--- src/rtl/echo_tof_detector_if.sv ---
// echo_tof_detector_if
//   Bundles the measurement-side signals of the echo time-of-flight detector.
//   master : the measurement controller / ADC front end. It drives start,
//            adc_valid, adc_data, threshold and tx_busy.
//   slave  : the detector. It drives echo_tof, echo_peak, timeout_flag,
//            processing_done and busy.
//   Clock and reset are not part of the bundle.
interface echo_tof_detector_if #(
    parameter int ADC_W = 12
);
    logic             start;
    logic             adc_valid;
    logic [ADC_W-1:0] adc_data;
    logic [ADC_W-1:0] threshold;
    logic             tx_busy;
    logic [19:0]      echo_tof;
    logic [17:0]      echo_peak;
    logic             timeout_flag;
    logic             processing_done;
    logic             busy;

    modport master (
        output start, adc_valid, adc_data, threshold, tx_busy,
        input  echo_tof, echo_peak, timeout_flag, processing_done, busy
    );

    modport slave (
        input  start, adc_valid, adc_data, threshold, tx_busy,
        output echo_tof, echo_peak, timeout_flag, processing_done, busy
    );
endinterface

--- src/rtl/echo_tof_detector.sv ---
// echo_tof_detector
//   Measures ultrasonic echo time-of-flight for one transmit burst. After a
//   start it counts clk_50M cycles, ignores the ring-down window, looks for
//   CONFIRM_N consecutive valid samples whose rectified magnitude exceeds the
//   latched threshold, then tracks the peak magnitude for PEAK_WIN clocks and
//   presents the result to the downstream UART packet transmitter.
// Ports
//   clk_50M  : system clock
//   rst_n    : asynchronous, active-low reset
//   bus      : echo_tof_detector_if.slave
//              inputs : start, adc_valid, adc_data, threshold, tx_busy
//              outputs: echo_tof (20 b, 20'hFFFFF on timeout), echo_peak
//                       (18 b), timeout_flag, processing_done (1-cycle
//                       strobe), busy (high in every state except IDLE)
module echo_tof_detector #(
    parameter int ADC_W        = 12,
    parameter int BLANK_CYCLES = 5000,
    parameter int TIMEOUT      = 1_000_000,
    parameter int CONFIRM_N    = 4,
    parameter int PEAK_WIN     = 64
) (
    input  logic               clk_50M,
    input  logic               rst_n,
    echo_tof_detector_if.slave bus
);
    localparam int               PW_W        = (PEAK_WIN > 1) ? $clog2(PEAK_WIN) : 1;
    localparam logic [ADC_W-1:0] MID         = {1'b1, {(ADC_W-1){1'b0}}};
    localparam logic [19:0]      BLANK_LAST  = 20'(BLANK_CYCLES - 1);
    localparam logic [19:0]      TIMEOUT_CNT = 20'(TIMEOUT);
    localparam logic [3:0]       RUN_LAST    = 4'(CONFIRM_N - 1);
    localparam logic [PW_W-1:0]  PW_LAST     = PW_W'(PEAK_WIN - 1);

    typedef enum logic [2:0] {
        IDLE,
        BLANK,
        SEARCH,
        CONFIRM,
        PEAK,
        DONE
    } state_t;

    state_t           state_q;
    logic [19:0]      tof_cnt_q;
    logic [19:0]      cand_tof_q;
    logic [ADC_W-1:0] thr_q;
    logic [ADC_W-1:0] peak_max_q;
    logic [3:0]       run_cnt_q;
    logic [PW_W-1:0]  win_cnt_q;
    logic [19:0]      echo_tof_q;
    logic [17:0]      echo_peak_q;
    logic             timeout_q;
    logic             busy_q;

    logic [ADC_W-1:0] mag;
    logic [ADC_W-1:0] peak_d;
    logic             qual;
    logic             at_timeout;
    logic             confirm_done;
    logic             counting;

    // Rectified magnitude around midscale (offset-binary input).
    assign mag = (bus.adc_data >= MID) ? (bus.adc_data - MID) : (MID - bus.adc_data);
    assign qual = bus.adc_valid && (mag > thr_q);

    // Running maximum including the sample presented this cycle.
    assign peak_d = (bus.adc_valid && (mag > peak_max_q)) ? mag : peak_max_q;

    assign at_timeout = (tof_cnt_q == TIMEOUT_CNT);
    assign counting   = (state_q == BLANK) || (state_q == SEARCH) ||
                        (state_q == CONFIRM) || (state_q == PEAK);

    // The sample that completes the run this cycle; it beats a simultaneous timeout.
    assign confirm_done = qual &&
                          (((state_q == SEARCH) && (CONFIRM_N == 1)) ||
                           ((state_q == CONFIRM) && (run_cnt_q == RUN_LAST)));

    always_ff @(posedge clk_50M or negedge rst_n) begin
        if (!rst_n) begin
            state_q     <= IDLE;
            tof_cnt_q   <= '0;
            cand_tof_q  <= '0;
            thr_q       <= '0;
            peak_max_q  <= '0;
            run_cnt_q   <= '0;
            win_cnt_q   <= '0;
            echo_tof_q  <= '0;
            echo_peak_q <= '0;
            timeout_q   <= 1'b0;
            busy_q      <= 1'b0;
        end else begin
            // Stamp counter: value during a cycle is the stamp of that cycle's sample.
            if (counting && (tof_cnt_q != 20'hFFFFF)) begin
                tof_cnt_q <= tof_cnt_q + 20'd1;
            end

            case (state_q)
                IDLE: begin
                    if (bus.start) begin
                        thr_q      <= bus.threshold;
                        tof_cnt_q  <= '0;
                        run_cnt_q  <= '0;
                        peak_max_q <= '0;
                        busy_q     <= 1'b1;
                        state_q    <= BLANK;
                    end
                end

                BLANK: begin
                    if (tof_cnt_q == BLANK_LAST) begin
                        state_q <= SEARCH;
                    end
                end

                SEARCH, CONFIRM: begin
                    if (confirm_done) begin
                        if (state_q == SEARCH) begin
                            cand_tof_q <= tof_cnt_q;
                            peak_max_q <= mag;
                        end else begin
                            peak_max_q <= peak_d;
                        end
                        run_cnt_q <= 4'(CONFIRM_N);
                        win_cnt_q <= PW_LAST;
                        state_q   <= PEAK;
                    end else if (at_timeout) begin
                        echo_tof_q  <= 20'hFFFFF;
                        echo_peak_q <= '0;
                        timeout_q   <= 1'b1;
                        state_q     <= DONE;
                    end else if (state_q == SEARCH) begin
                        if (qual) begin
                            cand_tof_q <= tof_cnt_q;
                            run_cnt_q  <= 4'd1;
                            peak_max_q <= mag;
                            state_q    <= CONFIRM;
                        end
                    end else if (qual) begin
                        run_cnt_q  <= run_cnt_q + 4'd1;
                        peak_max_q <= peak_d;
                    end else if (bus.adc_valid) begin
                        // A valid miss breaks the run; invalid cycles are transparent.
                        run_cnt_q  <= '0;
                        peak_max_q <= '0;
                        state_q    <= SEARCH;
                    end
                end

                PEAK: begin
                    peak_max_q <= peak_d;
                    if (win_cnt_q == '0) begin
                        echo_tof_q  <= cand_tof_q;
                        echo_peak_q <= 18'(peak_d);
                        timeout_q   <= 1'b0;
                        state_q     <= DONE;
                    end else begin
                        win_cnt_q <= win_cnt_q - 1'b1;
                    end
                end

                DONE: begin
                    if (!bus.tx_busy) begin
                        busy_q  <= 1'b0;
                        state_q <= IDLE;
                    end
                end

                default: state_q <= IDLE;
            endcase
        end
    end

    assign bus.echo_tof     = echo_tof_q;
    assign bus.echo_peak    = echo_peak_q;
    assign bus.timeout_flag = timeout_q;
    assign bus.busy         = busy_q;
    // Strobe fires in the first DONE cycle the transmitter is free, so it has to
    // see tx_busy of that same cycle rather than a registered copy.
    assign bus.processing_done = (state_q == DONE) && !bus.tx_busy;
endmodule
--- src/flat_wrapper.sv ---
// flat-port wrapper written by rule: the top's interface ports become plain ports
module echo_tof_detector_flat 
#(
    parameter int ADC_W        = 12,
    parameter int BLANK_CYCLES = 5000,
    parameter int TIMEOUT      = 1_000_000,
    parameter int CONFIRM_N    = 4,
    parameter int PEAK_WIN     = 64
)
  (clk_50M, rst_n, bus_start, bus_adc_valid, bus_adc_data, bus_threshold, bus_tx_busy, bus_echo_tof, bus_echo_peak, bus_timeout_flag, bus_processing_done, bus_busy);
  echo_tof_detector_if #(.ADC_W(ADC_W)) bus_i ();
  input  logic clk_50M;
  input  logic rst_n;
  input wire logic [$bits(bus_i.start)-1:0] bus_start;
  input wire logic [$bits(bus_i.adc_valid)-1:0] bus_adc_valid;
  input wire logic [$bits(bus_i.adc_data)-1:0] bus_adc_data;
  input wire logic [$bits(bus_i.threshold)-1:0] bus_threshold;
  input wire logic [$bits(bus_i.tx_busy)-1:0] bus_tx_busy;
  output wire logic [$bits(bus_i.echo_tof)-1:0] bus_echo_tof;
  output wire logic [$bits(bus_i.echo_peak)-1:0] bus_echo_peak;
  output wire logic [$bits(bus_i.timeout_flag)-1:0] bus_timeout_flag;
  output wire logic [$bits(bus_i.processing_done)-1:0] bus_processing_done;
  output wire logic [$bits(bus_i.busy)-1:0] bus_busy;
  assign bus_i.start = bus_start;
  assign bus_i.adc_valid = bus_adc_valid;
  assign bus_i.adc_data = bus_adc_data;
  assign bus_i.threshold = bus_threshold;
  assign bus_i.tx_busy = bus_tx_busy;
  assign bus_echo_tof = bus_i.echo_tof;
  assign bus_echo_peak = bus_i.echo_peak;
  assign bus_timeout_flag = bus_i.timeout_flag;
  assign bus_processing_done = bus_i.processing_done;
  assign bus_busy = bus_i.busy;
  echo_tof_detector #(.ADC_W(ADC_W), .BLANK_CYCLES(BLANK_CYCLES), .TIMEOUT(TIMEOUT), .CONFIRM_N(CONFIRM_N), .PEAK_WIN(PEAK_WIN)) u_core (.clk_50M(clk_50M), .rst_n(rst_n), .bus(bus_i));
endmodule
--- config.mk ---
export PLATFORM = sky130hd
export DESIGN_NAME = echo_tof_detector_flat
export DESIGN_NICKNAME = d
export VERILOG_FILES = /design/src/rtl/echo_tof_detector_if.sv /design/src/rtl/echo_tof_detector.sv /design/src/flat_wrapper.sv
export SDC_FILE = /design/constraint.sdc
export NUM_CORES = 1
export LEC_CHECK = 0
export BUFFER_PORTS_ARGS = -buffer_cell sky130_fd_sc_hd__clkbuf_2
export CORE_MARGIN = 2
export CORE_UTILIZATION = 45
export CTS_BUF_LIST = sky130_fd_sc_hd__clkbuf_4 sky130_fd_sc_hd__clkbuf_8 sky130_fd_sc_hd__clkbuf_16
export DETAILED_ROUTE_END_ITERATION = 10
export SYNTH_ARGS = -nofsm -noshare
export SYNTH_HDL_FRONTEND = slang
export SYNTH_SLANG_ARGS = --single-unit
--- constraint.sdc ---
create_clock -name clk_50M -period 4.2 [get_ports clk_50M]
set_input_delay 0.21 -clock clk_50M [delete_from_list [all_inputs] [get_ports clk_50M]]
set_output_delay 0.21 -clock clk_50M [all_outputs]
set_load 0.02 [all_outputs]
Word-level counts from Yosys, hierarchy flattened:

Index checks and enable logic that the tools add are counted.

* $add $sub $neg: 5
* $lt $le $gt $ge: 3
* equality and inequality tests: 25
* multiplexer cells: 56
* reduce and logical (&&, ||, !) cells: 27

Operator list (count)
* 2-to-1 mux 20 bit: 11
* 2-to-1 mux 12 bit: 10
* 2-to-1 mux 18 bit: 3
* case mux 20 bit (2 select lines): 1
* case mux 12 bit (3 select lines): 1
* case mux 18 bit (2 select lines): 1
* 2-to-1 mux 3 bit: 10
* 2-to-1 mux 4 bit: 7
* > comparator 12 bit: 2
* adder 20 x 1 -> 20 bit, second input constant: 1
* equality test 20 x 13 -> 1 bit, second input constant: 1
* equality test 20 bit, second input constant: 1
* != test 20 bit, second input constant: 1
* != test 2 bit, second input constant: 8
* case mux 3 bit (5 select lines): 1
* AND reduction 5 bit: 3
* >= comparator 12 bit, second input constant: 1
* 2-to-1 mux 6 bit: 2
* case mux 6 bit (2 select lines): 1
* subtractor 12 bit, first input constant: 1
* subtractor 12 bit, second input constant: 1
* != test 5 x 2 -> 1 bit, second input constant: 2
* nonzero test 2 bit: 5
* != test 4 x 2 -> 1 bit, second input constant: 2
* 23 further kinds: 39

* bits in registers: 117

Logic depth before layout (Yosys ltp):

Gate-level depths: netlist (run 1).

* depth after elaboration: 10
* gate-level depth with buffers: 16

Worst setup path after synthesis (run 1):

No wires, ideal clock.

* path type: input to register
* start point: input port bus_adc_data[3]
* end point: register u_core.cand_tof_q[0]
* library setup time: 0.125 ns
* arrival time: 3.139 ns
* slack: 0.936 ns
* cell stages on the path: 13
* buffers on the path: 2
* path through: nor2_1 nor4b_1 nand2b_1 o41ai_1 xnor2_1 ha_1 nand4_1 or3_1 buf_2 a21oi_2 and3_1 buf_4 mux2_2

* longest elaborated chain between the ends: 7
* elaborated cells between the ends (all ways): 12

Ends and longest elaborated chain
* start, declared: RTL line flat_wrapper.sv:16 `input wire logic [$bits(bus_i.adc_data)-1:0] bus_adc_data;`
* subtractor 12 bit or >= comparator 12 bit (tied branches): RTL line echo_tof_detector.sv:62 `assign mag = (bus.adc_data >= MID) ? (bus.adc_data - MID) : (MID - bus.adc_data);`
* 2-to-1 mux 12 bit (*): RTL line echo_tof_detector.sv:62
* > comparator 12 bit (*): RTL line echo_tof_detector.sv:63 `assign qual = bus.adc_valid && (mag > thr_q);`
* logical AND 1 bit (*): RTL line echo_tof_detector.sv:63
* logical AND 1 bit: RTL line echo_tof_detector.sv:73 `assign confirm_done = qual &&`
* != test 2 bit (no line) or nonzero test 2 bit (tied branches)
* AND reduction 5 bit (no line)
* end signal, assigned: RTL line echo_tof_detector.sv:117 `cand_tof_q <= tof_cnt_q;`
* end signal, assigned: RTL line echo_tof_detector.sv:132 `cand_tof_q <= tof_cnt_q;`
* end, declared: RTL line echo_tof_detector.sv:44 `logic [19:0] cand_tof_q;`

Every way passes the cells marked *; elsewhere a longest branch is shown, timed or not.
A chain may end at the register's enable or synchronous reset.

Worst setup path in the final report (run 1):

* start point: input port bus_adc_data[3]
* end point: register u_core.peak_max_q[3]

* longest elaborated chain between the ends: 10
* elaborated cells between the ends (all ways): 21

Ends and longest elaborated chain
* subtractor 12 bit or >= comparator 12 bit (tied branches): RTL line echo_tof_detector.sv:62
* 2-to-1 mux 12 bit (*): RTL line echo_tof_detector.sv:62
* > comparator 12 bit: RTL line echo_tof_detector.sv:66 `assign peak_d = (bus.adc_valid && (mag > peak_max_q)) ? mag : peak_max_q;`
* logical AND 1 bit: RTL line echo_tof_detector.sv:66
* 2-to-1 mux 12 bit: RTL line echo_tof_detector.sv:66
* 2-to-1 mux 12 bit: RTL line echo_tof_detector.sv:137 `end else if (qual) begin`
* 2-to-1 mux 12 bit: RTL line echo_tof_detector.sv:130 `end else if (state_q == SEARCH) begin`
* 2-to-1 mux 12 bit: RTL line echo_tof_detector.sv:125 `end else if (at_timeout) begin`
* 2-to-1 mux 12 bit: RTL line echo_tof_detector.sv:115 `if (confirm_done) begin`
* case mux 12 bit (3 select lines): RTL line echo_tof_detector.sv:96 `case (state_q)`
* end signal, assigned: RTL line echo_tof_detector.sv:118 `peak_max_q <= mag;`
* end signal, assigned: RTL line echo_tof_detector.sv:120 `peak_max_q <= peak_d;`
* end signal, assigned: RTL line echo_tof_detector.sv:134 `peak_max_q <= mag;`
* end, declared: RTL line echo_tof_detector.sv:46 `logic [ADC_W-1:0] peak_max_q;`

Every way passes the cells marked *; elsewhere a longest branch is shown, timed or not. The select of a mux whose other input is x is not followed.

==> flow_summary.yaml, run 1 <==
status:
  status: "finished clean"
global_routing:
  global_route_total_usage_across_every_layer_pct: 18.52
  first_global_vias: 4294
  grt.overflow.total: 0
  grt_max_degree: 83
  antenna_found_initial: 0
  grt_first_pass_wirelength_mm: 21.18
synthesis:
  synthMuxAreaShare_pct: 4.510
  synth_adder_area_share_pct: 6.322
  async_reset_ff_share_pct: 100.0
  syn_avg_cell_area_um2: 9.545
  main_combinational_cell_family_by_area_after_synthesis: "simple AND/OR/NAND/NOR gates"
  ys_ff_latch: 111
  yosys.area_share.xor_xnor_pct: 4.721
  syn-cell-area_um2: 5937
  synthSimpleGateAreaFrac_pct: 16.44
  synth.lib_cells_used.distinct: 63
  ys_warn_count: 0
  synthesis.instances: 622
  synth.yosys.seq_area_share_pct: 46.79
  synth-compound-area-share_pct: 14.16
  synth-main-ff-cell: "dfrtp_1"
  synth_enable_flop_cells: 0
placement:
  final_estimated_routing_congestion_in_global_placement: 0.8695
  port_buffers: 63
  placed_wire_length_estimate_after_detailed_placement_mm: 9.163
setup_path:
  worst_endpoint_required_time_ns: 4.47
  cp_common_cell: "nor2_1"
  critical_path.max_stage_delay_ns: 0.53
  cpMaxStageDelayCell: "or3_1"
  r2r_slack_ns: 1.51
  reg2regPathDepth: 8
  critical_path.max_fanout: 12
  setup.worst_path.end_class: "register"
  cp-endpoint: "u_core.peak_max_q[3]"
  reg_to_reg_endpoint: "u_core.peak_max_q[3]"
  cp_cell_sequence: "clkbuf_2 > nor2_1 > nor4b_1 > nand2b_1 > o41ai_1 > xnor2_1 > ha_1 > nand4_1 > or3_1 > a21oi_1 > nor2_1 > o211ai_2 > o2bb2ai_1"
  timing.setup.critical_path_class: "primary input to register"
  timing.critical_path.from_type: "primary input"
  worst_setup_path_startpoint: "bus_adc_data[3]"
  crit-reg2reg-launch: "u_core.thr_q[11]"
  critPathArrivalTime_ns: 3.75
pwr:
  switching_share_pct: 31.93
  switchingPower_mw: 1.026
  pwr-share-seq_pct: 46.6
  power-per-cell-area_nw_per_um2: 478.7
  p_total_mw: 3.213
  power_leakage_nw: 3.083
  comb_power_share_pct: 25.6
  vdd_ir_drop_max_mv: 0.3029
  internal_power_mw: 2.187
  power.share.clock_pct: 27.8
layout:
  final_layout_size_suffix_gt1_share_pct: 18.16
  insertedDiodeCount: 0
  fill_cells: 1192
  area.growth.synth_to_final_pct: 13.05
  finalNetCount: 737
  final-seq-area_um2: 2778
  multiInputGateArea_um2: 2774
cts:
  clock_tree_sinks: 111
  cts-htree-levels: 3
  cts_post_setup_buffers_inserted: 0
  tritoncts: "yes"
  clock-root-buffer: "clkbuf_16"
  clk_latency_ns: 0.35
  number_of_buffers_on_the_longest_clock_path: 2
  cts_made_buffers: 9
  hold_buffer_count_at_cts: 0
  cts.clk_slew.worst_paths_ns: 0.07
  cts_resized: 0
detailed_routing:
  drt_iter0_drc: 323
  number_of_detailed_routing_iterations_run_before_antenna_repair: 4
  route.vias.total: 4523
  drc: 0
  post_drt_via_cell_ratio: 5.290
  detail_route.wl_per_cell_um: 14.75
  routed_wl_mm: 12.61
  detail-route-antenna-nets: 0
timing:
  highest_clock_frequency_the_design_can_meet_mhz: 287.1
  fin_hold_ws_ns: 0.02470
  fin_skew_ns: 0.007017
  rsz_0062_raised_after_global_routing: "false"
  finalCriticalPeriod_ns: 3.483
  report.final.hold_viol_count: 0
  finalSetupViolCount: 0
  setup-tns-final_ns: 0
  slew_headroom_pct: 32.29
  timing_max_transition_violations_final: 0
  tightest_slew_ns: 1.016
  finalCritPeriodShare_pct: 82.92
die:
  ios: 70
  design.die.area_um2: 14130
  design.core.area_um2: 12770
  placementRows: 41
  die_h_um: 118.9
  die_w_um: 118.9
  start_util_pct: 46.48
min_path:
  hold_path.class: "primary input to asynchronous set/reset pin"
flow_run:
  max_cap_violations: 0
## state kept, by name, indices dropped and copies added, names as in the netlist
name and count:
u_core.cand_tof_q 20, u_core.state_q 3, u_core.bus.echo_peak 12, u_core.thr_q 12, u_core.win_cnt_q 6, u_core.peak_max_q 12
u_core.tof_cnt_q 20, u_core.run_cnt_q 4, u_core.bus.echo_tof 20, u_core.bus.busy 1, u_core.bus.timeout_flag 1
## synth_stat cells (2+ instances only)
library cell,count,share of area (%)
a211o_1,2,0.30
a211oi_1,3,0.38
a21o_1,3,0.38
a21oi_1,48,4.0
a31oi_1,2,0.21
and2_1,3,0.32
and3_1,3,0.32
and4_1,2,0.30
buf_2,5,0.42
buf_4,12,1.5
clkbuf_1,12,0.76
dfrtp_1,111,47
ha_1,30,6.3
inv_1,64,4.0
mux2_2,22,4.2
mux2i_1,2,0.34
nand2_1,54,3.4
nand2b_1,5,0.53
nand3_1,15,1.3
nand4_1,12,1.3
nor2_1,50,3.2
nor2b_1,2,0.21
nor3_1,31,2.6
nor4_1,4,0.42
nor4b_1,3,0.44
o211ai_2,2,0.42
o21ai_0,35,3.0
o2bb2ai_1,12,1.8
o31ai_1,6,0.76
or3_1,4,0.42
xnor2_1,13,1.9
xor2_1,19,2.8
## how the worst min path moves through the flow
stage,startpoint,endpoint,slack [ns]
after floorplan,rst_n,u_core.bus.busy,-0.09
after detailed placement,bus_threshold[3],u_core.thr_q[3],0.42
after global placement,bus_threshold[2],u_core.thr_q[2],0.42
after global routing,bus_threshold[3],u_core.thr_q[3],0.08
final,rst_n,u_core.bus.echo_peak[7],0.02
after CTS,bus_threshold[3],u_core.thr_q[3],0.06
## placed cells by master (no fill, tap or decap), types with 2 or more instances in the layout
cell type,instances
o21ai_0,35
nor2_1,50
o2bb2ai_1,12
a21oi_1,48
buf_4,8
clkbuf_8,2
and2_1,3
nor4b_1,3
xor2_1,19
nor3_1,30
conb_1,6
and3_1,3
o31ai_1,6
nand3_1,15
a21o_1,3
or3_1,4
ha_1,30
o211ai_2,2
a211o_1,2
mux2_2,22
dfrtp_1,111
nor4_1,4
xnor2_1,13
nand4_1,12
clkbuf_4,3
clkbuf_2,62
nand2b_1,5
nand2_1,54
nor2b_1,2
inv_1,64
a211oi_1,3
and4_1,2
clkbuf_16,9
mux2i_1,2
## per-stage QoR
step                util [%]  setup WS (ns)  instance area [µm²]  cells
global placement       50.08         0.5114                 6397    839
detailed placement     50.08         0.3839                 6397    839
global route           52.54         0.4030                 6711    855
finish                 52.54         0.7172                 6711    855
CTS                    52.54         0.7583                 6711    855
floorplan                  -         0.9360                 5956    627
## power by group through the flow
stage | Sequential [mW] | Combinational, mW | Clock, mW
floorplan | 1.44 | 0.658 | 0
detailed placement | 1.51 | 0.822 | 0
global route | 1.53 | 0.937 | 0.963
finish | 1.50 | 0.823 | 0.894
CTS | 1.49 | 0.826 | 0.921
global placement | 1.51 | 0.790 | 0
## area by class of cell
cell class | instances | area share [%]
inverter | 64 | 3.579
multi-input combinational | 421 | 41.33
sequential | 111 | 41.39
clock inverter | 2 | 0.5779
tap | 172 | 3.207
timing repair buffer | 71 | 5.817
clock buffer | 14 | 4.101
## routing by layer
metal	GRT usage (%)	vias up	part of all wire (%)
met2	27.84	95	43
met3	2.730	20	3.9
met1	27.32	2168	51
met4	6.399	0	1.7
met5	0	-	0
li1	-	2240	-
## cell families after synthesis
logic type	Yosys count
other cells	1
simple gates	199
compound gates	130
mux	24
fa+ha+maj	30
xor+xnor	32
flops	111
buf+inv	95
## worst max-delay path, delay by kind of cell
family	cells	cell delay [ns]
buffers and inverters	1	0.09
adders and majority gates	1	0.33
and+or+nand+nor	6	1.50
xor gates and xnor gates	1	0.20
AOI/OAI and AO/OA	4	1.44
Power figures use the tool's default switching activity.
==> run 2: changes to the inputs <==
--- a/config.mk
+++ b/config.mk
@@ -10,6 +10,7 @@
 export CORE_UTILIZATION = 45
 export CTS_BUF_LIST = sky130_fd_sc_hd__clkbuf_4 sky130_fd_sc_hd__clkbuf_8 sky130_fd_sc_hd__clkbuf_16
 export DETAILED_ROUTE_END_ITERATION = 10
+export PLACE_DENSITY = 0.67
 export SYNTH_ARGS = -nofsm -noshare
 export SYNTH_HDL_FRONTEND = slang
 export SYNTH_SLANG_ARGS = --single-unit
==> constraint.sdc (replaced) <==
create_clock -name clk_50M -period 2.85 [get_ports clk_50M]
set_input_delay 0.1425 -clock clk_50M [delete_from_list [all_inputs] [get_ports clk_50M]]
set_output_delay 0.1425 -clock clk_50M [all_outputs]
set_load 0.02 [all_outputs]
==> run 2 against run 1 <==
The run now ends with negative setup slack left. Worst setup slack worse by 0.77 ns. Critical path depth rose by 2. Sequential share of layout area down 6.0 points. Non-clock buffer count is 59 higher. Largest cell class is now multi-input gates. Global-route usage increased by 1.7 points. First-iteration DRC count fell by 2.8%. Highest routed layer unchanged. Sequential power grew 53%. Final cell count rose by 7.1%. Wire length rose by 22%. Count of clock-buffer cells in the layout is 4 lower.
==> flow_summary.yaml, run 2 (synthesis results as in run 1) <==
cts:
  cts-htree-levels: 3
  clk_latency_ns: 0.36
  number_of_buffers_on_the_longest_clock_path: 2
  tritoncts: "yes"
  cts.clk_slew.worst_paths_ns: 0.08
  clock-root-buffer: "clkbuf_16"
  cts_made_buffers: 9
  clock_tree_sinks: 111
layout:
  finalNetCount: 798
  layout_commonest_cell: "dfrtp_1"
  area.growth.synth_to_final_pct: 32.39
  fill_cells: 1021
  final_layout_size_suffix_gt1_share_pct: 32.53
  insertedDiodeCount: 0
  mostFrequentLayoutCells: "dfrtp_1, inv_1, clkbuf_2, nor2_1, buf_4"
status:
  status: "finished, violations left"
  failed_checks: "negative setup slack"
pwr:
  comb_power_share_pct: 29.2
  power_leakage_nw: 3.571
  power-per-cell-area_nw_per_um2: 648.1
  internal_power_mw: 3.313
  pwr-share-seq_pct: 45.1
  power.share.clock_pct: 25.7
  switchingPower_mw: 1.781
  switching_share_pct: 34.97
  vdd_ir_drop_max_mv: 0.2656
die:
  ios: 70
  start_util_pct: 46.48
  design.core.area_um2: 12770
  design.die.area_um2: 14130
  die_w_um: 118.9
  placementRows: 41
  die_h_um: 118.9
timing:
  fin_skew_ns: 0.01489
  finalCriticalPeriod_ns: 2.902
  timing_max_transition_violations_final: 0
  tightest_slew_ns: 0.7219
  finalCritPeriodShare_pct: 101.8
  highest_clock_frequency_the_design_can_meet_mhz: 344.6
  finalSetupViolCount: 10
  report.final.hold_viol_count: 0
  fin_hold_ws_ns: 0.003049
  slew_headroom_pct: 51.76
  rsz_0062_raised_after_global_routing: "true"
  timing.final.ws_setup_ns: -0.05230
detailed_routing:
  detail-route-antenna-nets: 0
  routed_wl_mm: 15.38
  route.vias.total: 4921
  drc: 0
  detail_route.wl_per_cell_um: 16.79
  post_drt_via_cell_ratio: 5.372
  number_of_detailed_routing_iterations_run_before_antenna_repair: 4
  drt_iter0_drc: 314
global_routing:
  antenna_found_initial: 0
  grt.overflow.total: 0
  grt_first_pass_wirelength_mm: 23.21
  global_route_total_usage_across_every_layer_pct: 20.25
  grt_max_degree: 77
  first_global_vias: 4648
setup_path:
  worst_endpoint_required_time_ns: 3.14
  timing.setup.critical_path_class: "primary input to register"
  critical_path.max_fanout: 6
  timing.critical_path.from_type: "primary input"
  setup.worst_path.end_class: "register"
  critPathArrivalTime_ns: 3.19
placement:
  placed_wire_length_estimate_after_detailed_placement_mm: 9.548
  final_estimated_routing_congestion_in_global_placement: 0.9321
  preCtsSetupSlack_ns: -0.4973
  port_buffers: 63
flow_run:
  max_cap_violations: 0
min_path:
  hold_path.class: "primary input to register"
-- run 2: path summary, 6_finish.rpt --
path	slack, ns	start	endpoint	cells past startpoint
worst max-delay path	-0.05	bus_adc_data[3]	u_core.peak_max_q[9]	15
max in group asynchronous	1.80	rst_n	u_core.bus.echo_tof[1]	3
min in group asynchronous	0.29	rst_n	u_core.thr_q[5]	2
worst min-delay path	0.003	bus_threshold[2]	u_core.thr_q[2]	3
worst min register to register	0.50	u_core.peak_max_q[1]	u_core.peak_max_q[1]	1
worst max register to register	0.29	u_core.thr_q[7]	u_core.peak_max_q[2]	8
-- run 2: critical path, cell delays in order --
cell and delay (ns):
buf_6 0.10, nor2_4 0.12, nor4b_4 0.22, nand2b_1 0.14, o41ai_2 0.26, xnor2_1 0.14, buf_4 0.15, buf_4 0.14
ha_1 0.29, nand4_1 0.17, a211o_1 0.34, a31oi_4 0.28, a21boi_4 0.29, o211ai_2 0.19, o2bb2ai_1 0.21
-- run 2: layout make-up --
class | instances | area [µm²] | area share [%]
inverter | 64 | 240.2 | 3.056
tap | 172 | 215.2 | 2.738
clock inverter | 6 | 73.82 | 0.9392
clock buffer | 10 | 232.7 | 2.961
sequential | 111 | 2778 | 35.34
timing repair buffer | 130 | 1018 | 12.96
multi-input combinational | 423 | 3302 | 42.01
-- run 2: metrics by stage --
stage | cell area, µm² | cells | utilization [%] | power (mW) | setup TNS (ns)
6_report | 7860 | 916 | 61.53 | 5.094 | -0.2641
3_5_place_dp | 6736 | 876 | 52.74 | 3.526 | -31.92
3_3_place_gp | 6736 | 876 | 52.74 | 3.448 | -21.33
5_1_grt | 7860 | 916 | 61.53 | 5.391 | -6.937
4_1_cts | 7182 | 900 | 56.22 | 4.865 | 0
2_1_floorplan | 6027 | 627 | - | 3.107 | -5.112
-- run 2: layer usage --
metal	global-route usage, %	part of all wire, %	up-vias
met2	31.68	49	118
met3	3.257	3.8	20
met5	0	0	-
met4	6.622	1.3	0
li1	-	-	2390
met1	28.78	46	2393
-- run 2: repair_timing --
item / 4_1_cts / 5_1_grt
gates cloned: 1 / 8
resized for setup: 7 / 113
hold buffers: 7 / 0
hold endpoints to repair: 41 / 0
setup endpoints to repair: 68 / 71
setup buffers: 0 / 8
pin swaps: 3 / 34
-- run 2: power groups by stage --
stage,clock (mW),combinational [mW],sequential [mW]
3_3_place_gp,0,1.22,2.23
4_1_cts,1.32,1.33,2.21
2_1_floorplan,0,0.979,2.13
6_report,1.31,1.49,2.30
3_5_place_dp,0,1.29,2.24
5_1_grt,1.39,1.65,2.35
==> run 3: changes to the inputs <==
--- a/config.mk
+++ b/config.mk
@@ -6,6 +6,7 @@
 export NUM_CORES = 1
 export LEC_CHECK = 0
 export BUFFER_PORTS_ARGS = -buffer_cell sky130_fd_sc_hd__clkbuf_2
+export CORE_ASPECT_RATIO = 0.75
 export CORE_MARGIN = 2
 export CORE_UTILIZATION = 45
 export CTS_BUF_LIST = sky130_fd_sc_hd__clkbuf_4 sky130_fd_sc_hd__clkbuf_8 sky130_fd_sc_hd__clkbuf_16
==> run 3 against run 2 <==
The run now ends clean. Count of clock-buffer cells in the layout unchanged. Register-to-register slack got worse by 0.08 ns. Wire length grew 2.0%. Via count is 2.5% higher. First-iteration DRC count grew 12%. Highest routed layer unchanged.
==> flow_summary.yaml, run 3 (synthesis results as in run 1) <==
timing:
  finalCriticalPeriod_ns: 2.841
  slew_headroom_pct: 49.26
  rsz_0062_raised_after_global_routing: "true"
  timing.final.ws_setup_ns: 0.009469
  highest_clock_frequency_the_design_can_meet_mhz: 352.0
  finalCritPeriodShare_pct: 99.67
  tightest_slew_ns: 0.7612
  finalSetupViolCount: 0
  report.final.hold_viol_count: 0
  setup-tns-final_ns: 0
  fin_hold_ws_ns: 0.01123
  timing_max_transition_violations_final: 0
  fin_skew_ns: 0.01168
setup_path:
  r2r_slack_ns: 0.21
  worst_endpoint_required_time_ns: 3.13
  timing.setup.critical_path_class: "primary input to register"
  timing.critical_path.from_type: "primary input"
  cp_common_cell: "a21oi_1"
  worst_setup_path_startpoint: "bus_adc_data[1]"
  path_buf_inv: 5
  cpMaxStageDelayCell: "a2111oi_4"
  reg_to_reg_endpoint: "u_core.run_cnt_q[0]"
  critical_path.max_fanout: 7
  reg2regPathDepth: 7
  path_delay_family: "compound AO/OA/AOI/OAI gates"
  cp-endpoint: "u_core.bus.echo_tof[6]"
  setup.worst_path.end_class: "register"
  critPathArrivalTime_ns: 3.12
  cp_cell_sequence: "clkbuf_2 > inv_1 > ha_4 > nand2_2 > nor3_4 > a21oi_1 > xor2_1 > ha_1 > nand4_1 > buf_4 > o21ba_4 > a2111oi_4 > o21a_4 > buf_12 > clkbuf_16 > nor3_1 > a21oi_1"
  critical_path.max_stage_delay_ns: 0.38
  timing.critical_path.depth: 17
  crit-reg2reg-launch: "u_core.tof_cnt_q[10]"
global_routing:
  global_route_total_usage_across_every_layer_pct: 20.81
  grt_max_degree: 58
  antenna_found_initial: 0
  grt_use_met2_pct: 30.46
  most_crowded_layer_after_global_routing: "met1"
  use_met3_pct: 3.363
  grt_first_pass_wirelength_mm: 23.00
  grt.overflow.total: 0
  grt_util_met1_pct: 31.51
  first_global_vias: 4576
min_path:
  holdCritStartpoint: "bus_threshold[1]"
  hold_path.class: "primary input to register"
pwr:
  vdd_ir_drop_max_mv: 0.3142
  power-per-cell-area_nw_per_um2: 638.5
  power_leakage_nw: 3.571
  p_total_mw: 5.053
placement:
  preCtsSetupSlack_ns: -0.5387
  final_estimated_routing_congestion_in_global_placement: 0.8978
  port_buffers: 63
  placed_wire_length_estimate_after_detailed_placement_mm: 9.629
layout:
  finalNetCount: 806
  final_layout_size_suffix_gt1_share_pct: 31.69
  area.growth.synth_to_final_pct: 33.30
  insertedDiodeCount: 0
  layout_commonest_cell: "dfrtp_1"
  finish.utilization_pct: 61.22
  mostFrequentLayoutCells: "dfrtp_1, inv_1, clkbuf_2, buf_4, nor2_1"
cts:
  clock_tree_sinks: 111
  cts.clk_slew.worst_paths_ns: 0.07
  cts_made_buffers: 9
  clk_latency_ns: 0.35
  tritoncts: "yes"
  cts-htree-levels: 3
  number_of_buffers_on_the_longest_clock_path: 2
  clock-root-buffer: "clkbuf_16"
flow_run:
  max_cap_violations: 0
detailed_routing:
  detail_route.wl_per_cell_um: 17.02
  post_drt_via_cell_ratio: 5.473
  routed_wl_mm: 15.69
  detail-route-antenna-nets: 0
  route.vias.total: 5046
  drc: 0
  number_of_detailed_routing_iterations_run_before_antenna_repair: 4
  drt_iter0_drc: 352
die:
  ios: 70
  start_util_pct: 45.93
  placementRows: 36
  die_h_um: 103.5
  die_w_um: 136.6
  design.core.area_um2: 12930
  design.die.area_um2: 14140
status:
  status: "finished clean"
-- run 3: power breakdown --
part	internal [mW]	leakage (nW)	total (mW)	switching, mW
Clock	0.608	0.127	1.20	0.591
Combinational	0.794	2.12	1.60	0.810
Sequential	1.91	1.33	2.25	0.343
Total	3.31	3.57	5.05	1.74
-- run 3: what timing repair did --
action,4_1_cts,5_1_grt
setup endpoints to repair,68,74
gates resized for setup,8,108
hold buffers,10,0
endpoints found under the hold margin,65,0
buffers inserted,1,7
cloned,1,9
pin swaps,3,24
-- run 3: through the flow --
stage | std cells | cell area (µm²)
6_report | 922 | 7914
5_1_grt | 922 | 7914
4_1_cts | 906 | 7257
3_5_place_dp | 879 | 6790
3_3_place_gp | 879 | 6790
2_1_floorplan | 627 | 6027
-- run 3: layer usage --
metal	wire length [µm]	up-vias
li1	-	2396
met1	7659	2487
met3	751	15
met4	180	0
met2	7098	148
met5	0	-
-- run 3: cell type report --
type,instances,area (µm²)
clock inverter,5,42.54
sequential,111,2778
inverter,64,240.2
tap,171,214.0
fill,1039,5014
timing repair buffer,138,1137
multi-input combinational,423,3269
clock buffer,10,232.7
-- run 3: worst min-delay path by stage --
stage          depth (start not counted)         endpoint
2_1_floorplan                          0  u_core.bus.busy
4_1_cts                                3  u_core.thr_q[1]
6_report                               3  u_core.thr_q[1]
3_5_place_dp                           1  u_core.thr_q[6]
3_3_place_gp                           1  u_core.thr_q[5]
5_1_grt                                2  u_core.thr_q[0]
-- run 3: worst min-delay path, cell delays in order --
cell and delay, ns:
clkbuf_2 0.08, nand2_1 0.04, o21ai_0 0.06
